**src/rtl/ps2_rx.sv**
```systemverilog
// PS/2 device-to-host receiver: synchronizes and debounces the pad lines,
// deframes 11-bit frames and hands scan-code bytes over a valid/ready register.
module ps2_rx #(
    parameter int FILTER_LEN     = 8,
    parameter int TIMEOUT_CYCLES = 24000
) (
    input  logic       clk,
    input  logic       rst_n,
    input  logic       ps2_clk_in,
    input  logic       ps2_data_in,
    output logic [7:0] rx_data,
    output logic       rx_valid,
    input  logic       rx_ready,
    output logic       parity_err,
    output logic       frame_err,
    output logic       overrun
);

    localparam int TW = $clog2(TIMEOUT_CYCLES + 1);

    typedef enum logic [1:0] {IDLE, DATA, PARITY, STOP} state_t;

    logic          clkSync1_q, clkSync2_q, dataSync1_q, dataSync2_q;
    logic          clkFilt_q, dataFilt_q, clkFiltDly_q;
    logic [7:0]    clkCnt_q, dataCnt_q;
    state_t        state_q, state_d;
    logic [2:0]    bitCnt_q, bitCnt_d;
    logic [7:0]    shift_q, shift_d;
    logic          parity_q, parity_d;
    logic [TW-1:0] tmo_q, tmo_d;
    logic [7:0]    rxData_q, rxData_d;
    logic          rxValid_q, rxValid_d;
    logic          parityErr_q, parityErr_d;
    logic          frameErr_q, frameErr_d;
    logic          overrun_q, overrun_d;
    logic          fallStrobe;
    logic          frameOk;

    // Bus idles high, so synchronizers and filters reset to 1.
    always_ff @(posedge clk or negedge rst_n) begin
        if (!rst_n) begin
            clkSync1_q   <= 1'b1;
            clkSync2_q   <= 1'b1;
            dataSync1_q  <= 1'b1;
            dataSync2_q  <= 1'b1;
            clkFilt_q    <= 1'b1;
            dataFilt_q   <= 1'b1;
            clkFiltDly_q <= 1'b1;
            clkCnt_q     <= '0;
            dataCnt_q    <= '0;
        end else begin
            clkSync1_q   <= ps2_clk_in;
            clkSync2_q   <= clkSync1_q;
            dataSync1_q  <= ps2_data_in;
            dataSync2_q  <= dataSync1_q;
            clkFiltDly_q <= clkFilt_q;
            if (clkSync2_q == clkFilt_q) begin
                clkCnt_q <= '0;
            end else if (clkCnt_q == 8'(FILTER_LEN - 1)) begin
                clkFilt_q <= clkSync2_q;
                clkCnt_q  <= '0;
            end else begin
                clkCnt_q <= clkCnt_q + 8'd1;
            end
            if (dataSync2_q == dataFilt_q) begin
                dataCnt_q <= '0;
            end else if (dataCnt_q == 8'(FILTER_LEN - 1)) begin
                dataFilt_q <= dataSync2_q;
                dataCnt_q  <= '0;
            end else begin
                dataCnt_q <= dataCnt_q + 8'd1;
            end
        end
    end

    assign fallStrobe = clkFiltDly_q & ~clkFilt_q;

    always_comb begin
        state_d     = state_q;
        bitCnt_d    = bitCnt_q;
        shift_d     = shift_q;
        parity_d    = parity_q;
        tmo_d       = '0;
        rxData_d    = rxData_q;
        rxValid_d   = rxValid_q & ~rx_ready;
        parityErr_d = 1'b0;
        frameErr_d  = 1'b0;
        overrun_d   = 1'b0;
        frameOk     = 1'b0;

        case (state_q)
            IDLE: begin
                if (fallStrobe) begin
                    if (!dataFilt_q) begin
                        state_d  = DATA;
                        bitCnt_d = '0;
                    end else begin
                        frameErr_d = 1'b1;
                    end
                end
            end
            DATA: begin
                if (fallStrobe) begin
                    shift_d  = {dataFilt_q, shift_q[7:1]};
                    bitCnt_d = bitCnt_q + 3'd1;
                    if (bitCnt_q == 3'd7) state_d = PARITY;
                end
            end
            PARITY: begin
                if (fallStrobe) begin
                    parity_d = dataFilt_q;
                    state_d  = STOP;
                end
            end
            STOP: begin
                if (fallStrobe) begin
                    state_d = IDLE;
                    if (!dataFilt_q)                 frameErr_d  = 1'b1;
                    else if (!(^{shift_q, parity_q})) parityErr_d = 1'b1;
                    else                             frameOk     = 1'b1;
                end
            end
            default: state_d = IDLE;
        endcase

        // A stalled clock mid-frame abandons the partial byte.
        if (state_q != IDLE && !fallStrobe) begin
            if (tmo_q == TW'(TIMEOUT_CYCLES - 1)) begin
                frameErr_d = 1'b1;
                state_d    = IDLE;
                shift_d    = '0;
                bitCnt_d   = '0;
            end else begin
                tmo_d = tmo_q + 1'b1;
            end
        end

        if (frameOk) begin
            if (rxValid_q && !rx_ready) begin
                overrun_d = 1'b1;
            end else begin
                rxData_d  = shift_q;
                rxValid_d = 1'b1;
            end
        end
    end

    always_ff @(posedge clk or negedge rst_n) begin
        if (!rst_n) begin
            state_q     <= IDLE;
            bitCnt_q    <= '0;
            shift_q     <= '0;
            parity_q    <= 1'b0;
            tmo_q       <= '0;
            rxData_q    <= '0;
            rxValid_q   <= 1'b0;
            parityErr_q <= 1'b0;
            frameErr_q  <= 1'b0;
            overrun_q   <= 1'b0;
        end else begin
            state_q     <= state_d;
            bitCnt_q    <= bitCnt_d;
            shift_q     <= shift_d;
            parity_q    <= parity_d;
            tmo_q       <= tmo_d;
            rxData_q    <= rxData_d;
            rxValid_q   <= rxValid_d;
            parityErr_q <= parityErr_d;
            frameErr_q  <= frameErr_d;
            overrun_q   <= overrun_d;
        end
    end

    assign rx_data    = rxData_q;
    assign rx_valid   = rxValid_q;
    assign parity_err = parityErr_q;
    assign frame_err  = frameErr_q;
    assign overrun    = overrun_q;

endmodule

```
**config.mk**
```make
export PLATFORM = sky130hd
export DESIGN_NAME = ps2_rx
export DESIGN_NICKNAME = d
export VERILOG_FILES = /design/src/rtl/ps2_rx.sv
export SDC_FILE = /design/constraint.sdc
export NUM_CORES = 1
export LEC_CHECK = 0
export BUFFER_PORTS_ARGS = -buffer_cell sky130_fd_sc_hd__buf_2
export CAP_MARGIN = 20
export CORE_ASPECT_RATIO = 2
export CORE_MARGIN = 3
export CORE_UTILIZATION = 55
export CTS_CLUSTER_SIZE = 16
export DETAILED_ROUTE_END_ITERATION = 12
export PLACE_DENSITY = 0.77
export SETUP_SLACK_MARGIN = 0.05
export SKIP_CTS_REPAIR_TIMING = 1
export SYNTH_ARGS = -nofsm -noshare
export SYNTH_HDL_FRONTEND = slang
export SYNTH_SLANG_ARGS = --single-unit
```
**constraint.sdc**
```tcl
create_clock -name clk -period 4.1 [get_ports clk]
set_clock_uncertainty 0.05 [all_clocks]
set_input_delay 0.82 -clock clk [delete_from_list [all_inputs] [get_ports clk]]
set_output_delay 0.82 -clock clk [all_outputs]
set_load 0.03 [all_outputs]
```
==> metrics.md <==
| Metric | Value |
|---|---|
| Setup TNS Final | `0 ps` |
| Final hold vios | `0` |
| Most common cell after layout, fill and taps aside | `dfrtp_1` |
| Die area | `6480 sq um` |
| Layout Cells excl Fill | `355` |
| PnR worst setup slack | `1880 ps` |
| Distinct cell type count after synthesis | `44` |
| Largest net degree at the start of global routing | `40` |
| Synth Register Bits | `64` |
| Minimum hold slack | `310 ps` |
| Drt wl/cell | `14.3 um` |
| First-pass GRT wire length | `8810 um` |
| Share of cells above drive strength 1 | `21.2%` |
| Mux contribution to synthesized area | `7.48%` |
| CP endpoint kind | `flop` |
| Flop pwr share | `46.0%` |
| I/O pins | `17` |
| Crit-path max FO | `10` |
| Synth top area cells | `dfrtp_1 47%, dfstp_2 6.1%, xnor2_1 5.8%` |
| Vias per std cell | `5.58` |
| Combinational Power Share | `19.1%` |
| Slew Viols, Final | `0` |
| Clock sinks | `64` |
| Area share of and/or/nand/nor cells after synthesis | `18.7%` |
| Leak | `1.62 nW` |
| Synth warn | `0` |
| MaxCap Viol Count | `0` |
| Post-synthesis async set-or-reset flop share | `100%` |
| Int Pwr | `1.20 mW` |
| Most used flip-flop cell after synthesis | `dfrtp_1` |
| Post-layout min period | `2220 ps` |
| Filler Cell Count | `434` |
| Fin crit share | `54.3%` |
| Clk pin slew, worst setup/hold paths | `70 ps` |
| Complex-gate fraction of the synthesized area | `4.38%` |
| Placed insts | `339` |
| Critical Path Start Type | `flop` |
| PwrDens | `505 nW/um^2` |
| Row Count | `37` |
| IO Port Bufs | `16` |
| Starting density of the core | `57.9%` |
| Number of global-route vias before repair | `2094` |
| Syn nets | `284` |
| Average size of a mapped cell | `11.2 sq um` |
| Number of setup violations in the final report | `0` |
| Crit Path Category | `flop to flop` |
| CORE AREA | `5230 sq um` |
| CTS Root Cell | `clkbuf_8` |
| HP Class | `flop to flop` |
| Status | `finished, final reports clean` |
| Latest clock arrival within the worst-skew pair | `350 ps` |
| Sw Share | `29.6%` |
| Post-synthesis adder-cell area fraction | `3.72%` |
| DRT iter0 DRCs | `76` |
| H-tree depth | `3` |
| Hpwl dp | `3640 um` |
| Most frequent cells in the layout | `57 x dfrtp_1, 40 x nor2_1, 20 x xnor2_1` |
| Largest family of logic cells by synthesized area | `simple AND/OR/NAND/NOR gates` |
| RePlAce Congestion | `0.836` |
| Nets@finish | `306` |
| Number of synthesized flops with an enable pin | `0` |
| Pre-CTS WS | `1890 ps` |
| Arrival @ worst endpoint | `2440 ps` |
| GRT Overall Usage | `17.9%` |
| DRC Markers | `0` |
| First-pass DRT Iterations | `4` |
| Area delta synth->final | `11.2%` |
| Horiz. Die Dim | `58.5 um` |
| RSZ-0062 raised after global routing | `no` |
| WL final | `5070 um` |
| Area taken by multi-input logic gates | `1340 sq um` |
| Synth Area in XOR/XNOR | `10.0%` |
| Max Clock Freq | `0.449 GHz` |
| Die height | `111 um` |
| VDD IR max | `0.312 mV` |
| Vias | `1982` |
| NetSw | `504 uW` |
| Max clock buf depth | `2` |
| Yosys top cell by area | `dfrtp_1` |
| Remaining global-route overflow | `0` |
| Post-route core utilization | `64.3%` |
| Antenna diodes | `0` |
| Slew @ Worst Pin | `830 ps` |
| Post-Syn Area | `3030 sq um` |
| Synth top area share | `47.1%` |
| Slew margin rel. | `44.6%` |
| Register area | `1610 sq um` |
| Post-synthesis sequential area ratio | `53.2%` |
| Req. time, crit path | `4320 ps` |
| Initial antenna violation count | `0` |
| Num CTS Buffers | `9` |
| Antenna viol nets, final | `0` |
| Clk network pwr share | `34.8%` |
| Cell count after synthesis | `270` |
| TritonCTS clock tree | `yes` |
[cell usage after synthesis, drive strengths merged, types with 2 or more instances]
master	count
dfrtp	57
nor2	40
xnor2	20
nand2	14
nand3	12
mux2	11
ha	9
mux2i	9
xor2	9
a21oi	8
nor3	8
dfstp	7
inv	7
o21ai	5
or4	5
and3	4
clkbuf	4
nor2b	4
nor4	4
or2	4
or3	4
buf	3
nand2b	3
nand4	3
a211oi	2
a31oi	2
nand4b	2
xnor3	2
[registers in the layout, summed over array words and instances, names as in the netlist, 2 cells and up]
register / count
tmo_q: 15
clkCnt_q: 8
dataCnt_q: 8
rx_data: 8
shift_q: 8
bitCnt_q: 3
state_q: 2
[final cells by class]
| type | instances | share of cell area (%) |
|---|---|---|
| Multi-Input combinational cell | 192 | 39.9 |
| Tap cell | 58 | 2.16 |
| Inverter | 7 | 0.781 |
| Timing Repair Buffer | 18 | 2.83 |
| Clock inverter | 6 | 2.45 |
| Sequential cell | 64 | 47.8 |
| Clock buffer | 10 | 4.09 |
[layer usage]
metal	vias up	track usage [%]	wire length (um)
met3	12	4.31	170
met4	0	11.5	138
met1	973	17.5	1910
li1	965	-	-
met5	-	0	0
met2	32	31.6	2850
[power groups by stage]
stage	combinational, mW	clock (mW)	sequential (mW)
finish	0.325	0.592	0.782
floorplan	0.288	0	0.767
detailed placement	0.329	0	0.792
global route	0.372	0.631	0.793
CTS	0.332	0.605	0.782
global placement	0.317	0	0.789
[per-stage QoR]
step	instance area, sq um	power, mW
6_report	3370	1.70
5_1_grt	3370	1.80
4_1_cts	3370	1.72
3_5_place_dp	3150	1.12
3_3_place_gp	3150	1.11
2_1_floorplan	3030	1.05
[worst max-delay path, cell delays in order (launching register included)]
cell and delay, ps:
dfstp_2 530, nor2b_1 560, nand2_1 450, or2_2 400
a21oi_1 150
[logic make-up (layout without fill, tap and decap cells)]
family | count (synthesis) | after routing
flip-flops | 64 | 64
AND/OR/NAND/NOR | 110 | 110
AO/OA/AOI/OAI | 22 | 22
XOR/XNOR | 31 | 31
adder cells (fa/ha/maj) | 9 | 9
multiplexers | 20 | 20
buffers and inverters | 14 | 41
[worst paths after layout]
| check | from | depth (start not counted) | slack (ps) | to |
|---|---|---|---|---|
| worst max-delay path | clkFiltDly_q | 4 | 1880 | bitCnt_q[0] |
| worst min-delay path | clkSync1_q | 0 | 310 | clkSync2_q |
| worst max register to register | clkFiltDly_q | 4 | 1880 | bitCnt_q[0] |
| worst min register to register | clkSync1_q | 0 | 310 | clkSync2_q |
| max in group asynchronous | rst_n | 2 | 2700 | clkFiltDly_q |
| min in group asynchronous | rst_n | 1 | 520 | rx_data[2] |
No activity file was read; power rests on OpenSTA's default activity.
